--- src/rtl/signbcd_display_ctrl.sv ---
// signbcd_display_ctrl: signed 8-bit to sign+BCD converter with a 4-digit multiplexed 7-segment driver.
// Define LEADING_ZERO_BLANK_EN to blank the leading zeros of the hundreds and tens digits.
module signbcd_display_ctrl #(
  parameter int SCAN_DIV = 50000
) (
  input  logic       clk,
  input  logic       rst,
  input  logic       in_valid,
  output logic       in_ready,
  input  logic [7:0] binary,
  output logic       busy,
  output logic       done,
  output logic       sign_b,
  output logic [3:0] hundreds,
  output logic [3:0] tens,
  output logic [3:0] ones,
  output logic [3:0] an,
  output logic [6:0] seg
);
  localparam logic [1:0] IDLE  = 2'd0;
  localparam logic [1:0] LOAD  = 2'd1;
  localparam logic [1:0] SHIFT = 2'd2;
  localparam logic [1:0] DONE  = 2'd3;
  localparam int CW = SCAN_DIV > 1 ? $clog2(SCAN_DIV) : 1;
  localparam logic [CW-1:0] CNT_MAX = CW'(SCAN_DIV - 1);
  localparam logic [6:0] BLANK = 7'b1111111;
  localparam logic [6:0] MINUS = 7'b0111111;

  function automatic logic [6:0] glyph(input logic [3:0] d);
    case (d)
      4'd0: glyph = 7'b1000000;
      4'd1: glyph = 7'b1111001;
      4'd2: glyph = 7'b0100100;
      4'd3: glyph = 7'b0110000;
      4'd4: glyph = 7'b0011001;
      4'd5: glyph = 7'b0010010;
      4'd6: glyph = 7'b0000010;
      4'd7: glyph = 7'b1111000;
      4'd8: glyph = 7'b0000000;
      4'd9: glyph = 7'b0010000;
      default: glyph = BLANK;
    endcase
  endfunction

  logic [1:0] state, nxt;
  logic accept, sgn;
  logic [7:0] mag;
  logic [2:0] idx;
  logic [3:0] wh, wt, wo, at, ao;
  logic [2:0] ah;
  logic [CW-1:0] cnt;
  logic [1:0] dig, dig_nxt;
  logic [6:0] hund_seg, tens_seg, seg_nxt;

  always_comb begin
    accept = in_valid & in_ready;
    nxt = state == IDLE  ? (accept ? LOAD : IDLE) :
          state == LOAD  ? SHIFT :
          state == SHIFT ? (idx == 3'd0 ? DONE : SHIFT) : IDLE;
    ah = wh >= 4'd5 ? 3'(wh + 4'd3) : wh[2:0];
    at = wt >= 4'd5 ? wt + 4'd3 : wt;
    ao = wo >= 4'd5 ? wo + 4'd3 : wo;
  end

  always_ff @(posedge clk) begin
    if (rst) begin
      state    <= IDLE;
      in_ready <= 1'b0;
      busy     <= 1'b0;
      done     <= 1'b0;
      sign_b   <= 1'b0;
      hundreds <= '0;
      tens     <= '0;
      ones     <= '0;
      sgn      <= 1'b0;
      mag      <= '0;
      idx      <= '0;
      {wh, wt, wo} <= '0;
    end else begin
      state    <= nxt;
      in_ready <= nxt == IDLE;
      busy     <= nxt != IDLE;
      done     <= state == DONE;
      if (state == IDLE && accept) begin
        sgn <= binary[7];
        mag <= binary[7] ? 8'd0 - binary : binary;
      end
      if (state == LOAD) begin
        {wh, wt, wo} <= '0;
        idx <= 3'd7;
      end
      // hundreds never exceeds 2, so its adjusted MSB can be dropped on the shift
      if (state == SHIFT) begin
        {wh, wt, wo} <= {ah, at, ao, mag[idx]};
        idx <= idx - 3'd1;
      end
      if (state == DONE) begin
        sign_b   <= sgn;
        hundreds <= wh;
        tens     <= wt;
        ones     <= wo;
      end
    end
  end

  always_comb begin
`ifdef LEADING_ZERO_BLANK_EN
    hund_seg = hundreds == 4'd0 ? BLANK : glyph(hundreds);
    tens_seg = (hundreds == 4'd0 && tens == 4'd0) ? BLANK : glyph(tens);
`else
    hund_seg = glyph(hundreds);
    tens_seg = glyph(tens);
`endif
    dig_nxt = dig + 2'd1;
    seg_nxt = dig_nxt == 2'd0 ? glyph(ones) :
              dig_nxt == 2'd1 ? tens_seg :
              dig_nxt == 2'd2 ? hund_seg : (sign_b ? MINUS : BLANK);
  end

  always_ff @(posedge clk) begin
    if (rst) begin
      cnt <= '0;
      dig <= 2'd0;
      an  <= 4'b1110;
      seg <= 7'b0000001;
    end else if (cnt == CNT_MAX) begin
      cnt <= '0;
      dig <= dig_nxt;
      an  <= ~(4'b0001 << dig_nxt);
      seg <= seg_nxt;
    end else begin
      cnt <= cnt + 1'b1;
    end
  end
endmodule

--- config.mk ---
export PLATFORM = sky130hd
export DESIGN_NAME = signbcd_display_ctrl
export DESIGN_NICKNAME = d
export VERILOG_FILES = /design/src/rtl/signbcd_display_ctrl.sv
export SDC_FILE = /design/constraint.sdc
export NUM_CORES = 1
export LEC_CHECK = 0
export CORE_MARGIN = 2
export CORE_UTILIZATION = 40
export CTS_BUF_LIST = sky130_fd_sc_hd__clkbuf_4 sky130_fd_sc_hd__clkbuf_8
export DETAILED_ROUTE_END_ITERATION = 8
export PLACE_DENSITY = 0.7
export SLEW_MARGIN = 10
export SYNTH_ARGS = -nofsm -noshare
export SYNTH_HDL_FRONTEND = slang
export SYNTH_SLANG_ARGS = --single-unit
--- constraint.sdc ---
create_clock -name clk -period 3.5 [get_ports clk]
set_input_delay 0.35 -clock clk [delete_from_list [all_inputs] [get_ports clk]]
set_output_delay 0.35 -clock clk [all_outputs]
set_load 0.02 [all_outputs]
==> flow_metrics.py, run 1 <==
metrics = {
    "setup_path": {
        "cp-end-kind": "flip-flop",
        "crit_type": "reg2reg",
        "crit_fanout": 14,
        "start_kind": "flip-flop",
        "arrival_ns": 2.74,
        "worstPathRequired_ns": 3.78,
    },
    "routing": {
        "vias": 3178,
        "wl_mm": 8.393,
        "via_per_inst": 4.973,
        "drc": 0,
        "drtPass1Iterations": 4,
        "ant_nets": 0,
        "first_iter_violations": 124,
        "wl_per_cell_um": 13.13,
    },
    "synth": {
        "yosys.area.top_type_share_pct": 42.43,
        "synth_seq_area_share_pct": 42.43,
        "synth-seq-cells": 92,
        "synth-edff-count": 0,
        "syn_area_per_cell_um2": 9.314,
        "async_flop_share_pct": 0,
        "syn_area_mm2": 0.004340,
        "synth_ff_type": "dfxtp_1",
        "synth_cell_types": 43,
        "synth_top_area_cell": "dfxtp_1",
        "ys_warn_count": 0,
        "postSynthCellCount": 466,
        "synth_area_leaders": "dfxtp_1 (42%), ha_1 (9.5%), mux2i_1 (5.8%)",
        "syn-num-nets": 510,
    },
    "sta": {
        "slew_violations": 0,
        "hold_viol": 0,
        "fmax_mhz": 406.8,
        "grt_setup_unrepaired": "false",
        "setup_violations": 0,
        "worstMarginPinSlew_ns": 0.7702,
        "finalCritPeriodShare_pct": 70.24,
        "skew_ns": 0.01548,
        "min_period_ns": 2.458,
        "slew_headroom_pct": 48.47,
        "tns_ns": 0,
    },
    "cts": {
        "clock-sinks": 92,
        "cts_setup_buffers": 0,
        "h-tree-depth": 3,
        "cts_max_path_buffers": 2,
        "ctsResizeCount": 0,
        "hold_buffers": 0,
        "clk_pin_slew_ns": 0.09,
        "insertion_delay_ns": 0.35,
        "cts_buffers": 9,
        "cts_tree": "built",
        "cts_root_buf": "clkbuf_8",
    },
    "placed_design": {
        "hpwlAfterDp_mm": 6.063,
        "io_buffers": 37,
        "dp.cells": 623,
        "place_congestion": 0.7915,
    },
    "cells_and_area": {
        "n_antenna_cell": 0,
        "final_cell_mix": "dfxtp_1 (92), nor2_1 (43), clkdlybuf4s50_1 (37)",
        "layout_commonest_cell": "dfxtp_1",
        "syn2layout_area_growth_pct": 14.27,
        "drive_gt1_share_pct": 8.818,
        "fin_cells": 639,
        "final_nets": 538,
    },
    "global_route": {
        "grt_pass1_vias": 3125,
        "grt_pass1_wl_mm": 14.25,
        "grt_max_degree": 20,
        "grt_usage_pct": 15.32,
        "antenna_found_initial": 0,
        "overflow": 0,
    },
    "die": {
        "die_h_um": 108.2,
        "initial_core_util_pct": 40.57,
        "rows": 38,
        "core_mm2": 0.01070,
        "ios": 38,
        "fp.dieArea_mm2": 0.01170,
        "die_w_um": 108.2,
    },
    "status": {
        "outcome": "completed",
    },
    "power_and_ir_drop": {
        "powerDensity_mw_per_mm2": 374.5,
        "p_leak_uw": 0.001905,
        "ir_worst_vdd_v": 0.0001890,
    },
    "hold_path": {
        "holdCritPathClass": "reg2reg",
    },
    "flow_run": {
        "cap_violations": 0,
    },
}
[where the power goes]
group	total, uW	leakage, uW	switching [uW]	internal, uW
Sequential	1080	0.000744	17.6	1070
Clock	647	0.0000892	356	292
Combinational	126	0.00107	68.7	56.9
Total	1860	0.00191	442	1420
[Yosys cell counts, types with 4 or more instances]
master and number:
nand4_1 4, xnor2_1 18, inv_1 35, o22ai_1 9
dfxtp_1 92, a211oi_1 6, nand2b_1 5, o21ai_0 28
or2_2 11, clkbuf_1 16, ha_1 33, xor2_1 6
nor2b_1 5, a21oi_1 26, nor3_1 12, nor4_1 4
nor2_1 43, nand2_1 32, nand3_1 8, mux2i_1 25
a2bb2oi_2 4, mux2_2 6, a22o_1 6
[per-layer routing]
layer  vias up  global-route usage [%]  part of all wire, %
met2        44                   24.08                   45
met3        10                   2.592                  2.1
li1       1652                       -                    -
met5         -                       0                    0
met4         0                   6.319                  1.6
met1      1472                   20.89                   52
[logic make-up after synthesis]
| kind of cell | after synthesis | synth area share, % |
|---|---|---|
| muxes | 33 | 8.360 |
| adders and majority gates | 33 | 9.513 |
| buffers and inverters | 57 | 5.765 |
| xor gates and xnor gates | 24 | 4.843 |
| DFF | 92 | 42.43 |
| and+or+nand+nor | 138 | 16.06 |
| AOI/OAI and AO/OA | 89 | 13.03 |
[worst max-delay path, cell delays in order (launching register included)]
cell     delay, ns
dfxtp_1       0.36
ha_1          0.65
mux2i_1       0.21
nor2_1        0.35
inv_1         0.17
ha_1          0.24
o21ai_0       0.11
o21ai_0       0.15
a21oi_1       0.15
[flip-flops by register name, summed over array words and instances (netlist names), 4 cells and up, named ones only]
register,flops
tens,4
tens_seg,7
hund_seg,7
hundreds,4
wh,4
an,4
seg,7
mag,8
wt,4
cnt,16
ones,4
wo,4
[path summary, 6_finish.rpt]
| check | from | end | slack (ns) | cells after the start |
|---|---|---|---|---|
| setup / recovery | state[1] | flip-flop | 1.04 | 8 |
| setup reg to reg | state[1] | flip-flop | 1.04 | 8 |
| hold reg to reg | cnt[0] | cnt[0] | 0.47 | 1 |
| hold / removal | cnt[0] | cnt[0] | 0.47 | 1 |
[cell type report]
| type | count | area (um^2) |
|---|---|---|
| Multi-Input combinational cell | 317 | 2248 |
| Sequential cell | 92 | 1842 |
| Clock buffer | 12 | 152.6 |
| Clock inverter | 4 | 25.02 |
| Timing Repair Buffer | 39 | 385.4 |
| Fill cell | 1039 | 5738 |
| Tap cell | 140 | 175.2 |
| Inverter | 35 | 131.4 |
[stage by stage]
| stage | setup slack, ns | util (%) | cell area, um^2 | total power, uW | hold slack, ns |
|---|---|---|---|---|---|
| 2_1_floorplan | 1.510 | - | 4340 | 1195 | 0.4288 |
| 3_3_place_gp | 1.149 | 44.70 | 4782 | 1229 | 0.4370 |
| 3_5_place_dp | 1.061 | 44.70 | 4782 | 1234 | 0.4532 |
| 4_1_cts | 1.064 | 46.36 | 4960 | 1878 | 0.4714 |
| 5_1_grt | 0.7996 | 46.36 | 4960 | 1940 | 0.4860 |
| 6_report | 1.042 | 46.36 | 4960 | 1858 | 0.4711 |
Note: power is estimated with default switching activity, not from simulation.
==> run 2, diff against run 1 <==
Clock period 3.5 ns to 2.5 ns, I/O delays scaled along.
==> flow_metrics.py, run 2 (synthesis gave the netlist of run 1 again) <==
metrics = {
    "status": {
        "outcome": "completed",
    },
    "global_route": {
        "overflow": 0,
        "grt_pass1_wl_mm": 14.61,
        "grt_pass1_vias": 3160,
        "antenna_found_initial": 0,
        "grt_max_degree": 46,
        "grt_usage_pct": 15.73,
    },
    "cells_and_area": {
        "largest_reg_flops": 16,
        "final_cell_mix": "dfxtp_1 (92), nor2_1 (43), clkdlybuf4s50_1 (37)",
        "reg_top3": "cnt: 16 flops, mag: 8 flops",
        "final.fill_count": 1010,
        "regArea_mm2": 0.001842,
        "final_nets": 540,
        "regMostFlops": "cnt",
        "n_antenna_cell": 0,
        "layout_commonest_cell": "dfxtp_1",
        "syn2layout_area_growth_pct": 16.23,
        "final_area_mm2": 0.005045,
        "drive_gt1_share_pct": 9.182,
        "multi_input_area_mm2": 0.002248,
    },
    "setup_path": {
        "crit_chain": "or4b_1, or4_1, nor2b_4, a22o_1",
        "cp_num_buf_inv": 0,
        "r2r_slack_ns": 0.28,
        "r2r_start": "cnt[11]",
        "cp-end-kind": "flip-flop",
        "cpMaxStageDelayCell": "or4_1",
        "start_kind": "flip-flop",
        "r2r_end": "seg[4]",
        "crit_type": "reg2reg",
        "cpPeakStageDelay_ns": 0.76,
        "crit_family": "simple AND/OR/NAND/NOR gates",
        "arrival_ns": 2.49,
        "reg2reg_depth": 4,
        "worstPathRequired_ns": 2.77,
        "crit_fanout": 7,
    },
    "sta": {
        "fmax_mhz": 449.7,
        "finalCritPeriodShare_pct": 88.94,
        "slew_violations": 0,
        "slew_headroom_pct": 46.04,
        "worstMarginPinSlew_ns": 0.8065,
        "grt_setup_unrepaired": "false",
        "tns_ns": 0,
        "min_period_ns": 2.224,
        "fin_ws_ns": 0.2765,
        "skew_ns": 0.01257,
        "hold_viol": 0,
        "setup_violations": 0,
    },
    "routing": {
        "ant_nets": 0,
        "via_per_inst": 4.995,
        "drtPass1Iterations": 4,
        "drc": 0,
        "first_iter_violations": 141,
        "wl_per_cell_um": 13.11,
        "wl_mm": 8.403,
        "vias": 3202,
    },
    "die": {
        "die_h_um": 108.2,
        "ios": 38,
        "die_w_um": 108.2,
        "fp.dieArea_mm2": 0.01170,
        "core_mm2": 0.01070,
        "rows": 38,
        "initial_core_util_pct": 40.57,
    },
    "cts": {
        "hold_buffers": 0,
        "cts_setup_buffers": 0,
        "insertion_delay_ns": 0.37,
        "h-tree-depth": 3,
        "ctsResizeCount": 0,
        "cts_tree": "built",
        "cts_root_buf": "clkbuf_8",
        "clk_pin_slew_ns": 0.09,
        "cts_buffers": 9,
        "cts_max_path_buffers": 2,
        "clock-sinks": 92,
    },
    "placed_design": {
        "io_buffers": 37,
        "hpwlAfterDp_mm": 6.039,
        "dp_slack_ns": 0.2918,
        "place_area_mm2": 0.004810,
        "place_congestion": 0.8338,
    },
    "power_and_ir_drop": {
        "p_leak_uw": 0.001941,
        "powerDensity_mw_per_mm2": 560.9,
        "ir_worst_vdd_v": 0.0004017,
    },
    "hold_path": {
        "holdPathStages": 1,
        "worstHoldStart": "cnt[0]",
        "hold_end": "cnt[0]",
        "holdCritPathClass": "reg2reg",
    },
    "flow_run": {
        "cap_violations": 0,
    },
}
[run 2: layer usage]
layer	up-vias	GRT usage (%)	part of all wire [%]
li1	1654	-	-
met1	1478	20.38	49
met2	60	25.29	45
met3	10	4.280	4.1
met4	0	5.403	1.2
met5	-	0	0
[run 2: layout make-up]
| type | count | area share [%] |
|---|---|---|
| Sequential cell | 92 | 36.51 |
| Clock inverter | 5 | 1.662 |
| Timing Repair Buffer | 41 | 8.185 |
| Clock buffer | 11 | 3.001 |
| Inverter | 35 | 2.604 |
| Tap cell | 140 | 3.472 |
| Multi-Input combinational cell | 317 | 44.57 |
[run 2: worst register-to-register path, delay by kind of cell (launching register included)]
family	cells	cell delay (ns)
and+or+nand+nor	3	1.52
DFF	1	0.37
AOI/OAI and AO/OA	1	0.24
[run 2: report_power, final]
part | internal (uW) | total, uW | switching [uW]
clock network | 619 | 1130 | 516
registers | 1490 | 1520 | 23.6
logic | 81.2 | 178 | 96.4
[run 2: worst max-delay path by stage]
| stage | startpoint | to | slack [ns] | cells after the start |
|---|---|---|---|---|
| after floorplan | state[0] | hund_seg[0] | 0.51 | 8 |
| final | cnt[11] | seg[4] | 0.28 | 4 |
| after global routing | cnt[11] | seg[4] | 0.17 | 4 |
| after global placement | cnt[11] | seg[2] | 0.32 | 4 |
| after CTS | cnt[11] | seg[4] | 0.27 | 4 |
| after detailed placement | cnt[11] | seg[4] | 0.29 | 4 |
[run 2: per-stage QoR]
stage / cells / utilization [%] / hold WS (ns) / total power (uW)
after floorplan: 466 / - / 0.3860 / 1672
after global placement: 625 / 44.96 / 0.4374 / 1724
after detailed placement: 625 / 44.96 / 0.4483 / 1729
after CTS: 641 / 47.16 / 0.4679 / 2863
after global routing: 641 / 47.16 / 0.4925 / 2943
final: 641 / 47.16 / 0.4632 / 2830
==> run 3, diff against run 2 <==
Settings changed: CTS_CLUSTER_DIAMETER set to 200.
==> results of run 3 <==
Same layout as run 2: the final DEF is identical, and so are final timing and power.
